`src/rtl/uart_pkg.sv`:
```
// Shared FSM encoding and default constants for the UART transmit arbiter.
package uart_pkg;

  localparam int DEF_BITS    = 8;
  localparam int DEF_N       = 4;
  localparam int DEF_GAP     = 2;
  localparam int DEF_TIMEOUT = 4096;

  typedef enum logic [1:0] {
    ST_IDLE,
    ST_LOAD,
    ST_SEND,
    ST_GAP
  } state_t;

  // One counter serves both the SEND timeout and the GAP interval.
  function automatic int cnt_width(input int timeout, input int gap);
    int m;
    m = (timeout > gap) ? timeout : gap;
    return (m < 2) ? 1 : $clog2(m);
  endfunction

endpackage

```
`src/rtl/rr_arbiter.sv`:
```
// Combinational round-robin picker: the requester just after last_grant has
// top priority, then the search continues upward with wrap-around.
module rr_arbiter #(
  parameter int N  = 4,
  parameter int GW = $clog2(N)
) (
  input  logic [N-1:0]  req,
  input  logic [GW-1:0] last_grant,
  output logic [GW-1:0] grant,
  output logic          any_req
);

  logic [GW-1:0] w_idx;

  // NOTE: every output of always_comb gets a default first so no latch is inferred.
  always_comb begin
    grant = '0;
    w_idx = '0;
    // Walk from lowest priority to highest so the highest-priority hit is written last.
    for (int i = N; i >= 1; i--) begin
      w_idx = GW'((int'(last_grant) + i) % N);
      if (req[w_idx]) grant = w_idx;
    end
  end

  assign any_req = |req;

endmodule

```
`src/rtl/uart_tx_arbiter.sv`:
```
// Round-robin arbiter feeding N word requesters into one UART transmitter,
// with an inter-frame gap and a SEND watchdog.
module uart_tx_arbiter
  import uart_pkg::*;
#(
  parameter int BITS    = DEF_BITS,
  parameter int N       = DEF_N,
  parameter int GAP     = DEF_GAP,
  parameter int TIMEOUT = DEF_TIMEOUT
) (
  input  logic                 clk,
  input  logic                 rst,
  input  logic [N-1:0]         req,
  input  logic [N*BITS-1:0]    req_data,
  output logic [N-1:0]         ack,
  output logic [BITS-1:0]      tx_data,
  output logic                 tx_data_ready,
  input  logic                 tx_data_sent,
  output logic                 busy,
  output logic [$clog2(N)-1:0] grant_id,
  output logic                 timeout_err
);

  localparam int GW = $clog2(N);
  localparam int CW = cnt_width(TIMEOUT, GAP);
  localparam logic [CW-1:0] SEND_LAST  = CW'(TIMEOUT - 1);
  localparam logic [CW-1:0] GAP_LAST   = CW'((GAP > 0) ? GAP - 1 : 0);
  localparam state_t        AFTER_SEND = (GAP > 0) ? ST_GAP : ST_IDLE;

  state_t          r_state;
  logic [N-1:0]    r_ack;
  logic [BITS-1:0] r_tx_data;
  logic            r_tx_data_ready;
  logic [GW-1:0]   r_grant_id;
  logic [GW-1:0]   r_last_grant;
  logic            r_timeout_err;
  logic [CW-1:0]   r_cnt;

  logic [BITS-1:0] w_words [N];
  logic [GW-1:0]   w_grant;
  logic            w_any_req;

  for (genvar g = 0; g < N; g++) begin : g_words
    assign w_words[g] = req_data[g*BITS +: BITS];
  end

  rr_arbiter #(.N(N), .GW(GW)) u_rr (
    .req        (req),
    .last_grant (r_last_grant),
    .grant      (w_grant),
    .any_req    (w_any_req)
  );

  // The winner is captured on the IDLE->LOAD edge, so ack, grant_id and
  // tx_data are all presented during the LOAD cycle itself.
  // NOTE: sequential state uses non-blocking assignments only, so every register samples pre-edge values.
  always_ff @(posedge clk or posedge rst) begin
    if (rst) begin
      r_state         <= ST_IDLE;
      r_ack           <= '0;
      r_tx_data       <= '0;
      r_tx_data_ready <= 1'b0;
      r_grant_id      <= '0;
      r_last_grant    <= GW'(N - 1);
      r_timeout_err   <= 1'b0;
      r_cnt           <= '0;
    end else begin
      r_ack         <= '0;
      r_timeout_err <= 1'b0;
      unique case (r_state)
        ST_IDLE: begin
          if (w_any_req) begin
            r_state      <= ST_LOAD;
            r_ack        <= N'(1) << w_grant;
            r_grant_id   <= w_grant;
            r_last_grant <= w_grant;
            r_tx_data    <= w_words[w_grant];
          end
        end
        ST_LOAD: begin
          r_state         <= ST_SEND;
          r_tx_data_ready <= 1'b1;
          r_cnt           <= '0;
        end
        ST_SEND: begin
          // A completion on the last allowed clock still counts as success.
          if (tx_data_sent) begin
            r_state         <= AFTER_SEND;
            r_tx_data_ready <= 1'b0;
            r_cnt           <= '0;
          end else if (r_cnt == SEND_LAST) begin
            r_state         <= AFTER_SEND;
            r_tx_data_ready <= 1'b0;
            r_timeout_err   <= 1'b1;
            r_cnt           <= '0;
          end else begin
            r_cnt <= r_cnt + 1'b1;
          end
        end
        ST_GAP: begin
          if (r_cnt == GAP_LAST) begin
            r_state <= ST_IDLE;
            r_cnt   <= '0;
          end else begin
            r_cnt <= r_cnt + 1'b1;
          end
        end
        default: r_state <= ST_IDLE;
      endcase
    end
  end

  assign ack           = r_ack;
  assign tx_data       = r_tx_data;
  assign tx_data_ready = r_tx_data_ready;
  assign grant_id      = r_grant_id;
  assign timeout_err   = r_timeout_err;
  assign busy          = (r_state != ST_IDLE);

endmodule

```
`config.mk`:
```
export PLATFORM = sky130hd
export DESIGN_NAME = uart_tx_arbiter
export DESIGN_NICKNAME = d
export VERILOG_FILES = /design/src/rtl/uart_pkg.sv /design/src/rtl/rr_arbiter.sv /design/src/rtl/uart_tx_arbiter.sv
export SDC_FILE = /design/constraint.sdc
export NUM_CORES = 1
export LEC_CHECK = 0
export ABC_AREA = 0
export BUFFER_PORTS_ARGS = -buffer_cell sky130_fd_sc_hd__buf_2
export CORE_MARGIN = 2
export CORE_UTILIZATION = 40
export DETAILED_ROUTE_END_ITERATION = 12
export GPL_ROUTABILITY_DRIVEN = 0
export GPL_TIMING_DRIVEN = 0
export PLACE_DENSITY = 0.67
export SLEW_MARGIN = 20
export SYNTH_ARGS = -nofsm -noshare
export SYNTH_HDL_FRONTEND = slang
export SYNTH_SLANG_ARGS = --single-unit
```
`constraint.sdc`:
```
create_clock -name clk -period 2.21 [get_ports clk]
set_input_delay 0 -clock clk [delete_from_list [all_inputs] [get_ports clk]]
set_output_delay 0 -clock clk [all_outputs]
set_load 0.05 [all_outputs]
```
==> key figures <==
Yosys
  • Cells after Synth: 187
  • Synth warn: 0
  • Register area share after synthesis: 44.4%
  • Top_reg_cell synth: dfrtp_1
  • Count leader, synth: dfrtp_1
  • Ys async rst share: 100%
  • Number of synthesized flops with an enable pin: 0
  • Post-Syn Nets: 232
  • Dominant cell type by area after synthesis: dfrtp_1
  • Yosys cell types: 39
  • Synth area leaders: dfrtp_1, mux2i_1, nand2_1
  • Post-synthesis register bit count: 32
  • Post-synth top cells: dfrtp_1, nand2_1, mux2i_1
  • Synthesized area: 0.00181 sq mm
  • Synthesized area per cell: 9.68 sq um
  • Top-area cell type share of the netlist area: 41.5%

CTS
  • CTS tree: done
  • Clock slew at reported path FFs: 0.07 ns
  • Worst-Skew Late Latency: 0.29 ns
  • Worst-case clock buffer depth: 2
  • Clk sinks: 32
  • Total CTS buffers: 5
  • Htree depth: 2
  • Root Buffer: clkbuf_8

Global route
  • GR met2 Demand/Resource: 25.2%
  • Vias in the first global route: 1485
  • GRT Total Usage: 17.0%
  • Largest net degree at the start of global routing: 33
  • Grt ovf: 0
  • Initial antenna violation count: 0
  • GR Util met3: 5.49%
  • First-pass GRT wire length: 6790 um
  • Met1 global-route usage: 23.3%
  • Busiest grt layer: met2

Finish
  • Final instance area: 0.00229 sq mm
  • Share of cells above drive strength 1: 32.4%
  • Fillers: 415
  • Area of the multi-input gates: 963 sq um
  • Post-layout nets: 298
  • Reg area: 803 sq um
  • Area delta synth->final: 26.6%
  • N_diodes: 0
  • Final core occ: 52.6%

Worst setup path
  • Crit path kind: flip-flop to flip-flop
  • Largest fanout on the critical path: 4
  • Critical path data required time: 2.39 ns
  • Setup crit end kind: flip-flop
  • Arr. time, crit path: 2.44 ns
  • CP Launch Type: flip-flop

Place
  • Dpl hpwl: 2950 um
  • Port-buffer cells: 55
  • Cell Area, Placed: 0.00215 sq mm

Floorplanning
  • Rows: 24
  • Chip Width: 71.3 um
  • Core area: 0.00435 sq mm
  • IO Count: 56
  • Die ar.: 0.00508 sq mm
  • Initial Util: 41.6%
  • Height of the die: 71.3 um

Outcome
  • Status: finished with violations
  • Violated checks: setup timing

Detailed routing
  • DRT antenna net count: 0
  • DRT Wirelength: 4160 um
  • Routed via count: 1602
  • First-pass DRT Iterations: 4
  • Drt drc: 0
  • Via density: 5.25
  • DRT iter0 DRCs: 69
  • Wire per inst: 13.6 um

Power
  • Pwr dens: 1300 mW/mm^2
  • LEAKAGE: 1.13 nW
  • VDD IR max: 0.660 mV

STA
  • Slew margin rel.: 41.3%
  • Pins Over Slew Limit: 0
  • Fmax: 442 MHz
  • Final hold viol count: 0
  • Final Setup Violations: 1
  • Fin worst setup slack: -0.0513 ns
  • Clk_skew: 0.00616 ns
  • Worst Max-Slew Pin Slew: 0.872 ns
  • Final worst path period share: 102%
  • Total Neg Setup Slack: -0.0513 ns
  • Period minus WS final: 2.26 ns
  • Unrepaired setup endpoints after global routing: true

Run
  • Number of max-cap violations: 0

Hold path
  • Hold WC Path Type: primary input to flip-flop
[routing by layer]
metal,wire [um],vias up
met1,2030,767
met4,71,0
met2,1880,34
met5,0,-
met3,175,6
li1,-,795
[layout make-up]
| class | count | area share (%) |
|---|---|---|
| Multi-Input combinational cell | 138 | 42.1 |
| Sequential cell | 32 | 35.1 |
| Timing Repair Buffer | 59 | 13.6 |
| Clock buffer | 6 | 3.17 |
| Tap cell | 52 | 2.84 |
| Inverter | 10 | 1.64 |
| Buffer | 7 | 1.42 |
| Clock inverter | 1 | 0.219 |
[state kept, by name (all words and copies together), names as in the netlist]
register,flops
grant_id,2
r_last_grant,2
ack,4
tx_data_ready,1
r_cnt,12
timeout_err,1
tx_data,8
r_state,2
[critical path: stages (launching register included)]
cell	delay, ns
dfrtp_1	0.41
inv_1	0.07
ha_1	0.14
or4b_4	0.47
o31ai_4	0.30
a21boi_2	0.23
a21boi_4	0.22
mux2_4	0.32
[cells in the final DEF, fill, tap and decap left out, types with 2 or more instances in the layout]
cell	Yosys	final
o2bb2ai_1	3	3
dfstp_2	2	2
buf_2	1	56
clkbuf_1	3	3
dlygate4sd3_1	0	2
or4_4	1	2
a21oi_1	8	7
o31ai_1	2	2
nand3_1	4	3
ha_1	6	5
nand2b_1	8	8
o21ai_0	9	9
buf_1	2	2
buf_4	1	3
o221ai_1	8	8
nor3_1	3	3
o21a_1	2	2
or2_2	2	2
a21o_1	2	2
nand2_1	26	26
and3_1	2	2
nor2_1	11	11
nor2b_1	3	3
clkbuf_8	0	5
o22ai_1	2	2
or3_1	3	3
inv_1	10	9
dfrtp_1	30	30
nor4_1	2	2
mux2i_1	19	19
[final timing paths]
check / from / to / slack, ns / cells after the start
setup / recovery: r_cnt[1]$_DFFE_PP0N_ / r_state[1]$_DFFE_PP0P_ / -0.05 / 7
hold / removal: req_data[4] / tx_data[4]$_DFFE_PP0P_ / 0.03 / 3
setup reg to reg: r_cnt[1]$_DFFE_PP0N_ / r_state[1]$_DFFE_PP0P_ / -0.05 / 7
hold reg to reg: tx_data[4]$_DFFE_PP0P_ / tx_data[4]$_DFFE_PP0P_ / 0.48 / 2
max in group asynchronous: rst / ack[1]$_DFF_PP0_ / 1.40 / 3
min in group asynchronous: rst / r_cnt[6]$_DFFE_PP0N_ / 0.37 / 3
[through the flow]
step	worst slack (ns)	std cells	hold WS [ns]	total power, W
6_report	-0.0513	305	0.0266	0.00297
5_1_grt	-0.131	305	0.0267	0.00318
4_1_cts	0.0000941	303	0.0220	0.00290
3_5_place_dp	-0.0535	294	0.155	0.00246
3_3_place_gp	-0.0473	294	0.301	0.00244
2_1_floorplan	0.0989	187	0.115	0.00209
[power by group]
| group | internal [W] | switching, W |
|---|---|---|
| combinational | 0.000572 | 0.00108 |
| sequential | 0.000774 | 0.000118 |
| clock | 0.000214 | 0.000213 |
| total | 0.00156 | 0.00141 |
[timing repair]
| action | in CTS | in global routing |
|---|---|---|
| hold buffers | 2 | 0 |
| pin swaps | 1 | 1 |
| setup endpoints to repair | 1 | 14 |
| hold endpoints to repair | 31 | 0 |
| buffers inserted | 0 | 2 |
| gates cloned | 0 | 0 |
| resized for setup | 2 | 6 |
[kinds of logic after synthesis]
| kind of cell | Yosys count | synth area share [%] |
|---|---|---|
| multiplexers | 20 | 11.1 |
| AND/OR/NAND/NOR | 69 | 19.2 |
| AO/OA/AOI/OAI | 43 | 17.4 |
| flip-flops | 32 | 44.4 |
| buffers and inverters | 17 | 3.80 |
| adder cells (fa/ha/maj) | 6 | 4.15 |
No activity file was read; power rests on OpenSTA's default activity.
